## config.mk

```make
export PLATFORM = sky130hd
export DESIGN_NAME = piso_tx
export DESIGN_NICKNAME = d
export VERILOG_FILES = /design/src/rtl/piso_tx.sv
export SDC_FILE = /design/constraint.sdc
export NUM_CORES = 1
export LEC_CHECK = 0
export CORE_UTILIZATION = 40
export CTS_BUF_LIST = sky130_fd_sc_hd__clkbuf_2
export DETAILED_ROUTE_END_ITERATION = 8
export PLACE_DENSITY_LB_ADDON = 0.3
export SYNTH_ARGS = -nofsm -noshare
export SYNTH_HDL_FRONTEND = slang
export SYNTH_SLANG_ARGS = --single-unit
```

## constraint.sdc

```tcl
create_clock -name clk -period 2.4 [get_ports clk]
set_input_delay 0.48 -clock clk [delete_from_list [all_inputs] [get_ports clk]]
set_output_delay 0.48 -clock clk [all_outputs]
set_load 0.01 [all_outputs]
```

## src/rtl/piso_tx.sv

```systemverilog
// Parallel-in serial-out transmitter: takes a WIDTH-bit word by valid/ready and emits one bit per clock.
// Latency: first bit on serial_out/ser_valid the cycle after accept; all serial outputs are registered.
// Backpressure: in_ready low while a word or idle gap is in flight; zero-bubble reload on the last bit when GAP==0.
module piso_tx #(
    parameter int WIDTH     = 4,
    parameter bit MSB_FIRST = 1'b1,
    parameter int GAP       = 0,
    parameter bit IDLE_LVL  = 1'b0
) (
    input  logic             clk,
    input  logic             reset,
    input  logic             in_valid,
    input  logic [WIDTH-1:0] data_in,
    output logic             in_ready,
    output logic             serial_out,
    output logic             ser_valid,
    output logic             word_done
);

    localparam int CNT_W = $clog2(WIDTH);
    localparam logic [CNT_W-1:0] BIT_LAST = CNT_W'(WIDTH - 1);
    localparam logic [3:0] GAP_LAST = (GAP > 0) ? 4'(GAP - 1) : 4'd0;

    typedef enum logic [1:0] {
        S_IDLE,
        S_SHIFT,
        S_GAP
    } state_t;

    state_t             state_q, state_d;
    logic [WIDTH-1:0]   shreg_q, shreg_d;
    logic [CNT_W-1:0]   bit_cnt_q, bit_cnt_d;
    logic [3:0]         gap_cnt_q, gap_cnt_d;
    logic               serial_out_q, serial_out_d;
    logic               ser_valid_q, ser_valid_d;
    logic               word_done_q, word_done_d;
    logic               last_bit;
    logic               accept;
    logic [WIDTH-1:0]   shreg_shifted;

    assign last_bit = (bit_cnt_q == BIT_LAST);
    assign in_ready = (state_q == S_IDLE) ||
                      ((GAP == 0) && (state_q == S_SHIFT) && last_bit);
    assign accept   = in_valid && in_ready;

    assign shreg_shifted = MSB_FIRST ? {shreg_q[WIDTH-2:0], 1'b0}
                                     : {1'b0, shreg_q[WIDTH-1:1]};

    always_comb begin
        state_d   = state_q;
        shreg_d   = shreg_q;
        bit_cnt_d = bit_cnt_q;
        gap_cnt_d = gap_cnt_q;
        case (state_q)
            S_IDLE: begin
                if (accept) begin
                    state_d   = S_SHIFT;
                    shreg_d   = data_in;
                    bit_cnt_d = '0;
                end
            end
            S_SHIFT: begin
                shreg_d = shreg_shifted;
                if (!last_bit) begin
                    bit_cnt_d = bit_cnt_q + 1'b1;
                end else if (GAP > 0) begin
                    state_d   = S_GAP;
                    gap_cnt_d = 4'd0;
                end else if (accept) begin
                    shreg_d   = data_in;
                    bit_cnt_d = '0;
                end else begin
                    state_d = S_IDLE;
                end
            end
            S_GAP: begin
                if (gap_cnt_q == GAP_LAST) begin
                    state_d = S_IDLE;
                end else begin
                    gap_cnt_d = gap_cnt_q + 4'd1;
                end
            end
            default: state_d = S_IDLE;
        endcase

        // Outputs are computed from next state so they can be registered without adding latency.
        ser_valid_d  = (state_d == S_SHIFT);
        serial_out_d = IDLE_LVL;
        if (ser_valid_d) begin
            serial_out_d = MSB_FIRST ? shreg_d[WIDTH-1] : shreg_d[0];
        end
        word_done_d  = ser_valid_d && (bit_cnt_d == BIT_LAST);
    end

    always_ff @(posedge clk or negedge reset) begin
        if (!reset) begin
            state_q      <= S_IDLE;
            shreg_q      <= '0;
            bit_cnt_q    <= '0;
            gap_cnt_q    <= 4'd0;
            serial_out_q <= IDLE_LVL;
            ser_valid_q  <= 1'b0;
            word_done_q  <= 1'b0;
        end else begin
            state_q      <= state_d;
            shreg_q      <= shreg_d;
            bit_cnt_q    <= bit_cnt_d;
            gap_cnt_q    <= gap_cnt_d;
            serial_out_q <= serial_out_d;
            ser_valid_q  <= ser_valid_d;
            word_done_q  <= word_done_d;
        end
    end

    assign serial_out = serial_out_q;
    assign ser_valid  = ser_valid_q;
    assign word_done  = word_done_q;

endmodule
```

## Word-level counts from Yosys, hierarchy flattened

Cells that the tools add are included.

- Register bits: 15
- Latch bits: 0
- Bits in writable memories: 0
- Bits in read-only memories: 0
- Input bits: 7
- Output and inout port bits: 4
- Logic and storage cells: 39
- Memories: 0

- $add $sub $neg: 2
- Multipliers: 0
- Divide/modulo/power cells: 0
- Magnitude comparators: 0
- Eq/ne operators: 6
- Shifts and indexed selects: 0
- Mux-type cells: 13
- Bitwise logic cells: 1
- Reduce and logical (&&, ||, !) cells: 9

Operators by type and width:

| kind | count |
|---|---|
| 2-bit two-way mux | 6 |
| 4-bit two-way mux | 3 |
| 4-bit one-hot mux with 2 select lines | 1 |
| 2-bit equality test, second input constant | 3 |
| 2-bit one-hot mux with 3 select lines | 1 |
| 4-bit by 1-bit adder with 4-bit output, second input constant | 1 |
| 2-bit by 1-bit equality test with 1-bit output, second input constant | 2 |
| 4-bit zero test | 1 |
| 2-bit one-hot mux with 2 select lines | 1 |
| 2-bit AND reduction | 2 |
| 1-bit logical AND | 3 |
| 2-bit by 1-bit adder with 2-bit output, second input constant | 1 |
| 2-bit zero test | 1 |
| 2-bit != test, second input constant | 1 |
| 2-bit nonzero test | 1 |
| 1-bit logical OR | 1 |
| 1-bit two-way mux | 1 |
| 1-bit NOT | 1 |

## Depth between registers and ports, before layout

- Depth after elaboration: 9
- Gate-level depth with buffers: 4
- Depth with buffers taken out: 4

## Least setup slack after synthesis

OpenSTA, ideal clock, no wires.

- Kind: register to output
- Start point: reg bit_cnt_q[0]
- End point: out in_ready
- Data arrival time: 0.956 ns
- Required time: 1.920 ns
- Slack: 0.964 ns
- Cell stages (with the launch flop): 4
- Path buffers: 0
- Path through: dfrtp_1 > ha_1 > and2b_4 > nor2_1

- Longest elaborated chain between the ends: 3

RTL lines:

| element | RTL line | text |
|---|---|---|
| start, declared | 32 | `logic [CNT_W-1:0] bit_cnt_q, bit_cnt_d;` |
| start signal, assigned | 107 | `bit_cnt_q <= bit_cnt_d;` |
| 2-bit equality test | 41 | `assign last_bit = (bit_cnt_q == BIT_LAST);` |
| 1-bit logical AND | 43 | `((GAP == 0) && (state_q == S_SHIFT) && last_bit);` |
| 1-bit logical OR | 42 | `assign in_ready = (state_q == S_IDLE) \|\|` |
| end, declared | 14 | `output logic in_ready,` |

No other way between the ends.

## Final worst setup path

Ends and elaborated chain as after synthesis.

==> flow_summary.ini <==
[route]
drc_errors = 0
totalWireLength_um = 1090
detail_route.wl_per_cell_um = 12.6
ant_nets = 0
vias = 461
dr.first_iter.drc_count = 2
via_per_inst = 5.30
drt-pass1-iter-count = 3

[timing]
finClkSkew_ns = 0.000891
grt_setup_unrepaired = false
slew_violations = 0
slew_headroom_pct = 59.0
worstMarginPinSlew_ns = 0.613
finalSetupTns_ns = 0
setup_viol = 0
finalHoldViolCount = 0
fin_crit_ns = 2.27
fmax_mhz = 441
finalCritPeriodShare_pct = 94.6

[cts]
clk_pin_slew_ns = 0.13
clk_latency_ns = 0.28
cts_sinks = 14
cts-buffers-inserted = 3
ctsResizeCount = 0
post_cts_buffers = 0
cts_tree = built
clockBufferDepth = 2
htreeDepth = 1
hold_buffers = 0
root_buffer = clkbuf_2

[power]
p_sw_mw = 0.242
vdd_drop_max_v = 0.000621
internal_power_mw = 0.490
power.density_nw_per_um2 = 913
p_comb_share_pct = 39.1
clkPwrFrac_pct = 15.5
p_leak_nw = 0.353
swShare_pct = 33.1
seqPwrFrac_pct = 45.5

[global_route]
grt_max_degree = 15
grt_pass1_vias = 426
grt_pass1_wl_um = 1840
grt_antenna_before_repair = 0
grt_overflow = 0
grtUsageTotal_pct = 14.0

[floorplanning]
die_h_um = 43.1
pin_count = 11
row_count = 14
start_util_pct = 43.8
die_area_um2 = 1860
core_area_um2 = 1540
fp.dieW_um = 43.1

[placement]
dp_hpwl_um = 800
place_congestion = 0.766
dp.cells = 83
io_buffers = 10
placedInstanceArea_um2 = 783

[job]
drv_cap = 0

[setup_path]
startpoint_type = flip-flop
crit_type = flip-flop to primary output
cp-end-kind = primary output
arrival_ns = 1.79
cp_data_required_time_ns = 1.92
r2r-end = gap_cnt_q[1]
reg2reg_from = state_q[1]
cp_max_fo = 7
r2r_slack_ns = 0.95
reg2reg_depth = 3

[final_layout]
final_nets = 82
syn_to_final_growth_pct = 18.7
layout-drive-gt1-share_pct = 14.1
fillers = 150
final_cell_count_no_fill = 87
design_area_um2 = 802
antenna_cells = 0

[hold_path]
hp-class = flip-flop to flip-flop
whs_path_depth = 1
hold_start = gap_cnt_q[3]
min_to = gap_cnt_q[3]

[logic_synthesis]
syn-cell-area_um2 = 676
syn_inst = 59
netlist-cell-type-count = 26
synth_nets = 69
yosysWarningCount = 0
seq_area_frac_synth_pct = 51.9
ys_seq_elements = 14
synth.avg_cell_area_um2 = 11.5

[outcome]
status = completed
[power by group through the flow]
stage | clock network [mW] | registers [mW] | logic (mW)
global placement | 0 | 0.336 | 0.282
finish | 0.113 | 0.333 | 0.286
CTS | 0.115 | 0.333 | 0.288
floorplan | 0 | 0.340 | 0.176
detailed placement | 0 | 0.339 | 0.284
global route | 0.130 | 0.339 | 0.316
[synth_stat cells]
cell | n | area [um^2]
a211oi_1 | 2 | 15.0
a21boi_4 | 1 | 18.8
a21oi_1 | 2 | 10.0
a22o_1 | 2 | 17.5
a22o_2 | 1 | 10.0
a32oi_1 | 1 | 8.76
and2b_4 | 1 | 10.0
and3_1 | 1 | 6.26
buf_2 | 1 | 5.00
buf_4 | 1 | 7.51
dfrtp_1 | 14 | 350
ha_1 | 3 | 37.5
inv_1 | 4 | 15.0
mux2_4 | 1 | 15.0
nand2_1 | 2 | 7.51
nand2b_1 | 3 | 18.8
nand3_1 | 1 | 5.00
nand4_1 | 1 | 6.26
nor2_1 | 6 | 22.5
nor2b_1 | 3 | 18.8
nor2b_2 | 1 | 8.76
o21ai_1 | 1 | 5.00
o21ba_2 | 1 | 10.0
o21bai_2 | 1 | 11.3
o32ai_1 | 2 | 17.5
xnor2_1 | 2 | 17.5
[worst max-delay path: stages, from the launching register on]
cell	delay [ns]
dfrtp_1	0.42
ha_1	0.25
and2b_4	0.31
nor2_1	0.05
clkdlybuf4s50_1	0.48
[through the flow]
step	setup slack (ns)	utilization [%]	total power, mW	hold slack, ns
after floorplan	0.964	-	0.516	0.184
after detailed placement	0.456	50.8	0.623	0.465
after CTS	0.124	52.0	0.737	0.487
final	0.131	52.0	0.732	0.487
after global placement	0.477	50.8	0.618	0.462
after global routing	0.0325	52.0	0.784	0.500
[layer usage]
metal  routed length [um]  global-route usage [%]  vias to the layer above  share of wire (%)
li1                     -                       -                      229                  -
met5                    0                       0                        -                  0
met3                   57                    6.38                        2                5.2
met1                  576                    18.4                      218                 53
met2                  445                    18.2                       12                 41
met4                   13                    9.09                        0                1.2
[area by class of cell]
cell class | instances | area [um^2] | share of cell area, %
flip-flops and latches | 14 | 350 | 43.7
multi-input cells | 39 | 298 | 37.1
repair buffers | 10 | 100 | 12.5
well taps | 16 | 20.0 | 2.50
clock buffers | 3 | 15.0 | 1.87
inverters | 4 | 15.0 | 1.87
clock inverters | 1 | 3.75 | 0.468
[worst max path at each step]
stage,from,endpoint,slack [ns],cells after the start
floorplan,bit_cnt_q[0],in_ready,0.96,3
global placement,bit_cnt_q[0],in_ready,0.48,4
detailed placement,bit_cnt_q[0],in_ready,0.46,4
CTS,bit_cnt_q[0],in_ready,0.12,4
global route,bit_cnt_q[0],in_ready,0.03,4
finish,bit_cnt_q[0],in_ready,0.13,4
[registers in the layout (all words and copies together), names as in the netlist]
| name | count |
|---|---|
| bit_cnt_q | 2 |
| gap_cnt_q | 4 |
| ser_valid | 1 |
| serial_out | 1 |
| shreg_q | 3 |
| state_q | 2 |
| word_done | 1 |
[cell usage in the layout (no fill, tap or decap), drive strengths merged, types with 2 or more instances in the layout]
| cell type | count |
|---|---|
| o32ai | 2 |
| a211oi | 2 |
| nor2 | 6 |
| a22o | 3 |
| nand2 | 2 |
| a21oi | 2 |
| xnor2 | 2 |
| clkdlybuf4s50 | 10 |
| clkbuf | 3 |
| ha | 3 |
| nand2b | 3 |
| dfrtp | 14 |
| nor2b | 4 |
| inv | 4 |
[logic make-up (layout without fill, tap and decap cells)]
logic type	count (synthesis)	count (layout)	synth area share, %
and+or+nand+nor	19	19	15.4
AOI/OAI and AO/OA	14	14	18.3
DFF	14	14	51.9
buffers and inverters	6	18	4.07
adders and majority gates	3	3	5.56
xor gates and xnor gates	2	2	2.59
muxes	1	1	2.22
Power figures use the tool's default switching activity.
